--- src/rtl/rs_syndrome_seq.sv ---
// RS(16,8) syndrome sequencer: Horner accumulation of S_j = r(alpha^j) over GF(256)/0x11d.
// Default: one shared GF multiplier, 9 cycles/symbol. `define RS_SYND_PAR_EN for one multiplier per syndrome.
module gf256mul_dec (
  input  logic [7:0] i_a,
  input  logic [7:0] i_b,
  output logic [7:0] o_p
);
  logic [7:0] w_a;
  always_comb begin
    o_p = '0;
    w_a = i_a;
    for (int i = 0; i < 8; i++) begin
      if (i_b[i]) o_p = o_p ^ w_a;
      w_a = {w_a[6:0], 1'b0} ^ (w_a[7] ? 8'h1d : 8'h00);
    end
  end
endmodule

module rs_syndrome_seq #(
  parameter int N_SYM  = 16,
  parameter int N_SYND = 8
) (
  input  logic                clk,
  input  logic                rst_n,
  input  logic                i_in_valid,
  output logic                o_in_ready,
  input  logic [7:0]          i_in_sym,
  output logic                o_synd_valid,
  input  logic                i_synd_ready,
  output logic [8*N_SYND-1:0] o_synd,
  output logic                o_synd_nz
);
  localparam logic [1:0] S_IDLE = 2'd0;
  localparam logic [1:0] S_CALC = 2'd1;
  localparam logic [1:0] S_DONE = 2'd2;
  localparam int SC_W = $clog2(N_SYM);
  localparam logic [SC_W-1:0] SC_LAST = SC_W'(N_SYM - 1);

  function automatic logic [7:0] alpha_pow(input int e);
    logic [7:0] p;
    p = 8'h01;
    for (int i = 0; i < e; i++) p = {p[6:0], 1'b0} ^ (p[7] ? 8'h1d : 8'h00);
    return p;
  endfunction

  logic [1:0]                  r_state;
  logic [SC_W-1:0]             r_sc;
  logic [N_SYND-1:0][7:0]      r_synd;
  logic [N_SYND-1:0][7:0]      w_alpha;

  for (genvar g = 0; g < N_SYND; g++) begin : g_alpha
    assign w_alpha[g] = alpha_pow(g);
  end

  assign o_in_ready   = (r_state == S_IDLE);
  assign o_synd_valid = (r_state == S_DONE);
  assign o_synd       = r_synd;
  assign o_synd_nz    = |r_synd;

`ifdef RS_SYND_PAR_EN
  logic [N_SYND-1:0][7:0] w_prod;

  for (genvar g = 0; g < N_SYND; g++) begin : g_mul
    gf256mul_dec u_mul (.i_a(r_synd[g]), .i_b(w_alpha[g]), .o_p(w_prod[g]));
  end

  always_ff @(posedge clk or negedge rst_n) begin
    if (!rst_n) begin
      r_state <= S_IDLE;
      r_sc    <= '0;
      r_synd  <= '0;
    end else begin
      case (r_state)
        S_IDLE: if (i_in_valid) begin
          for (int j = 0; j < N_SYND; j++) r_synd[j] <= w_prod[j] ^ i_in_sym;
          if (r_sc == SC_LAST) begin
            r_sc    <= '0;
            r_state <= S_DONE;
          end else begin
            r_sc <= r_sc + 1'b1;
          end
        end
        S_DONE: if (i_synd_ready) begin
          r_synd  <= '0;
          r_state <= S_IDLE;
        end
        default: r_state <= S_IDLE;
      endcase
    end
  end
`else
  localparam int J_W = $clog2(N_SYND);
  localparam logic [J_W-1:0] J_LAST = J_W'(N_SYND - 1);

  logic [J_W-1:0] r_j;
  logic [7:0]     r_sym;
  logic [7:0]     w_prod;

  // single multiplier time-shared across accumulators, index j selects operand and constant
  gf256mul_dec u_mul (.i_a(r_synd[r_j]), .i_b(w_alpha[r_j]), .o_p(w_prod));

  always_ff @(posedge clk or negedge rst_n) begin
    if (!rst_n) begin
      r_state <= S_IDLE;
      r_sc    <= '0;
      r_j     <= '0;
      r_sym   <= '0;
      r_synd  <= '0;
    end else begin
      case (r_state)
        S_IDLE: if (i_in_valid) begin
          r_sym   <= i_in_sym;
          r_j     <= '0;
          r_state <= S_CALC;
        end
        S_CALC: begin
          r_synd[r_j] <= w_prod ^ r_sym;
          r_j         <= r_j + 1'b1;
          if (r_j == J_LAST) begin
            if (r_sc == SC_LAST) begin
              r_sc    <= '0;
              r_state <= S_DONE;
            end else begin
              r_sc    <= r_sc + 1'b1;
              r_state <= S_IDLE;
            end
          end
        end
        S_DONE: if (i_synd_ready) begin
          r_synd  <= '0;
          r_state <= S_IDLE;
        end
        default: r_state <= S_IDLE;
      endcase
    end
  end
`endif
endmodule

--- config.mk ---
export PLATFORM = sky130hd
export DESIGN_NAME = rs_syndrome_seq
export DESIGN_NICKNAME = d
export VERILOG_FILES = /design/src/rtl/rs_syndrome_seq.sv
export SDC_FILE = /design/constraint.sdc
export NUM_CORES = 1
export LEC_CHECK = 0
export BUFFER_PORTS_ARGS = -buffer_cell sky130_fd_sc_hd__buf_2
export CAP_MARGIN = 10
export CORE_MARGIN = 1
export CORE_UTILIZATION = 56
export CTS_BUF_LIST = sky130_fd_sc_hd__clkbuf_4 sky130_fd_sc_hd__clkbuf_8 sky130_fd_sc_hd__clkbuf_16
export DETAILED_ROUTE_END_ITERATION = 10
export GPL_TIMING_DRIVEN = 0
export PLACE_DENSITY = 0.77
export SYNTH_ARGS = -nofsm -noshare
export SYNTH_HDL_FRONTEND = slang
export SYNTH_SLANG_ARGS = --single-unit
export TNS_END_PERCENT = 5
--- constraint.sdc ---
create_clock -name clk -period 4.8 [get_ports clk]
set_clock_uncertainty 0.15 [all_clocks]
set_input_delay 0.72 -clock clk [delete_from_list [all_inputs] [get_ports clk]]
set_output_delay 0.72 -clock clk [all_outputs]
set_load 0.01 [all_outputs]
==> summary.md <==
| Metric | Value |
|---|---|
| CTS tree | `yes` |
| Achievable frequency | `222 MHz` |
| Adder-cell area share of the yosys netlist | `approximately 1.7%` |
| R2R Path Start | `r_j[1]` |
| Routed Antenna Nets | `0` |
| Worst-path maximum fanout | `10` |
| Via density | `approximately 6.5` |
| Synth area leader | `dfrtp_1` |
| CTS root buffer | `clkbuf_8` |
| Commonest cells in the netlist | `81 x dfrtp_1, 77 x nand3_1, 59 x o21ai_0` |
| Vias | `4757` |
| WL/cell | `21.2 um` |
| Final net count | `640` |
| Slew margin rel. | `31.5%` |
| GRT met1 Usage | `45.2%` |
| Syn avg cell area | `9.54 sq um` |
| CP max-delay cell | `xnor2_1` |
| Die Wd | `~97 um` |
| Prevailing post-synth register cell | `dfrtp_1` |
| TritonCTS Buffers | `9` |
| Final Setup Violations | `0` |
| GR met3 Demand/Resource | `6.04%` |
| Period minus WS final | `4500 ps` |
| Num ports | `79` |
| Setup TNS | `0 ps` |
| Hold WC Path Type | `in -> async` |
| Reg clk slew, reported paths | `100 ps` |
| Chip height | `97.1 um` |
| Number of hold buffers added after cts | `0` |
| GP Congestion | `0.943` |
| GR Overflow Total | `0` |
| Worst path cell trace | `clkbuf_1 > buf_2 > buf_2 > mux4_2 > nand2_1 > o31a_1 > xor2_1 > nand2_1 > xor2_1 > o22ai_1 > xnor2_1 > xnor2_1 > o21ai_0` |
| Required time of the critical path | `4840 ps` |
| Share of post-route cells with drive strength above 1 | `21.6%` |
| Initial Utilization | `58.1%` |
| Vias in the first global route | `4606` |
| Core ar. | `8720 sq um` |
| Initial antenna violation count | `0` |
| Largest net degree at the start of global routing | `57` |
| Row count | `34` |
| Pins Over Slew Limit | `0` |
| Yosys cell types | `between 50 and 60` |
| Synth top area share | `roughly two fifths` |
| Setup crit end kind | `register` |
| DR pass1 iterations | `5` |
| Crit-path leading delay family | `XOR/XNOR gates` |
| Global-route wire length before repair | `approximately 25000 um` |
| Largest family of logic cells by synthesized area | `simple AND/OR/NAND/NOR gates` |
| Seq cells post-synth | `81` |
| Die area | `9430 sq um` |
| Worst skew pair latency | `approximately 360 ps` |
| Met2 GRT Util | `53.0%` |
| Fin crit share | `93.7%` |
| Multiplexer share of the synthesized area | `8.40%` |
| Post-CTS setup buffer count | `0` |
| First DRT Iteration DRCs | `341` |
| H-tree levels | `3` |
| Final hold vios | `0` |
| Post_cts resized | `0` |
| Maximum root-to-sink buffer count | `2` |
| Number of flops mapped to enable cells by yosys | `0` |
| Area delta synth->final | `15.1%` |
| Setup crit start | `r_j[1]` |
| Place WS | `350 ps` |
| Post-synthesis compound-gate area fraction | `between 10% and 20%` |
| Post-route setup slack | `303 ps` |
| Top cells by area, synth | `dfrtp_1 40%, xnor2_1 8.5%, nand3_1 7.6%` |
| Simple-gate share of the synthesized area | `18.1%` |
| RSZ-0062 raised after global routing | `no` |
| Slew of the pin with the lowest slew margin | `a little over 1000 ps` |
| Final HPWL DP | `approximately 12000 um` |
| Outcome | `finished clean` |
| Gr usage total | `33.7%` |
| Asr flop ratio synth | `100%` |
| IO Port Bufs | `~80` |
| CP startpoint kind | `register` |
| CP Class | `reg -> reg` |
| Synth Area in XOR/XNOR | `between 10 and 15%` |
| # Max-Cap Violations | `0` |
| Register area share after synthesis | `40.0%` |
| CP arrival | `roughly 4500 ps` |
| ANT cells | `0` |
| Total wire length | `15600 um` |
| CP Buf/Inv Count | `3` |
| Max stage delay on crit path | `~770 ps` |
| CTS Sinks | `81` |
| Post-synthesis cell count | `between 500 and 600` |
| Cell Area, Synth | `slightly above 5000 sq um` |
| Synth Net Count | `550` |
| Warnings, synthesis | `0` |
| Most common cell in the netlist | `dfrtp_1` |
| DR DRC count | `0` |
| Most used routing layer | `met2` |
## kinds of logic after synthesis
| kind of cell | count (synthesis) |
|---|---|
| mux | 27 |
| xor+xnor | 74 |
| simple gates | 188 |
| flops | 81 |
| compound gates | 110 |
| fa+ha+maj | 7 |
| buf+inv | 44 |
## worst register-to-register path, stage by stage, from the launching register on
cell and delay (ps):
dfrtp_1 400, clkbuf_1 400, buf_2 310, buf_2 270
mux4_2 350, nand2_1 90, o31a_1 180, xor2_1 600
nand2_1 150, xor2_1 170, o22ai_1 160, xnor2_1 110
xnor2_1 770, o21ai_0 230
## flip-flops by register name (all words and copies together), names as in the netlist
name	cells
r_sym	8
r_j	3
r_state	2
o_synd	64
r_sc	4
## final timing paths
path                         endpoint  slack (ps)  cells after the start
max in group asynchronous  o_synd[36]        3780                      2
setup / recovery           o_synd[10]         300                     13
hold reg to reg               r_sc[3]         350                      1
hold / removal             o_synd[21]         110                      1
setup reg to reg           o_synd[10]         300                     13
min in group clk              r_sc[3]         350                      1
## per-layer routing
metal / vias to the layer above / part of all wire, %
li1: 2075 / -
met1: 2323 / 39
met2: 302 / 47
met3: 57 / 9.0
met4: 0 / 4.1
met5: - / 0
## layout make-up
class | count | area (sq um)
buffer | 33 | 145
clock buffer | 10 | 138
clock inverter | 6 | 72.6
fill | 726 | 2890
inverter | 11 | 41.3
multi-input combinational | 406 | 2850
sequential | 81 | 2030
tap | 108 | 135
timing repair buffer | 79 | 420
## metrics by stage
stage | instances | hold slack, ps | cell area (sq um) | utilization [%]
2_1_floorplan | 531 | 274 | 5060 | -
3_3_place_gp | 717 | 340 | 5590 | 64.1
3_5_place_dp | 718 | 342 | 5620 | 64.4
4_1_cts | 734 | 121 | 5830 | 66.8
5_1_grt | 734 | 130 | 5830 | 66.8
6_report | 734 | 108 | 5830 | 66.8
## placed cells by master (no fill, tap or decap), drive strengths merged, types with 13 or more instances in the layout
| master | synthesis | layout |
|---|---|---|
| xor2 | 18 | 18 |
| nor4 | 17 | 17 |
| nand3 | 77 | 77 |
| dfrtp | 81 | 81 |
| xnor2 | 53 | 53 |
| o21ai | 73 | 73 |
| buf | 10 | 89 |
| clkbuf | 23 | 33 |
| inv | 11 | 13 |
| nor2 | 28 | 28 |
| nand2 | 39 | 39 |
Power is left out: the tool's default activity adds up to more than one toggle a clock period on the data nets, which glitch-free logic cannot reach.
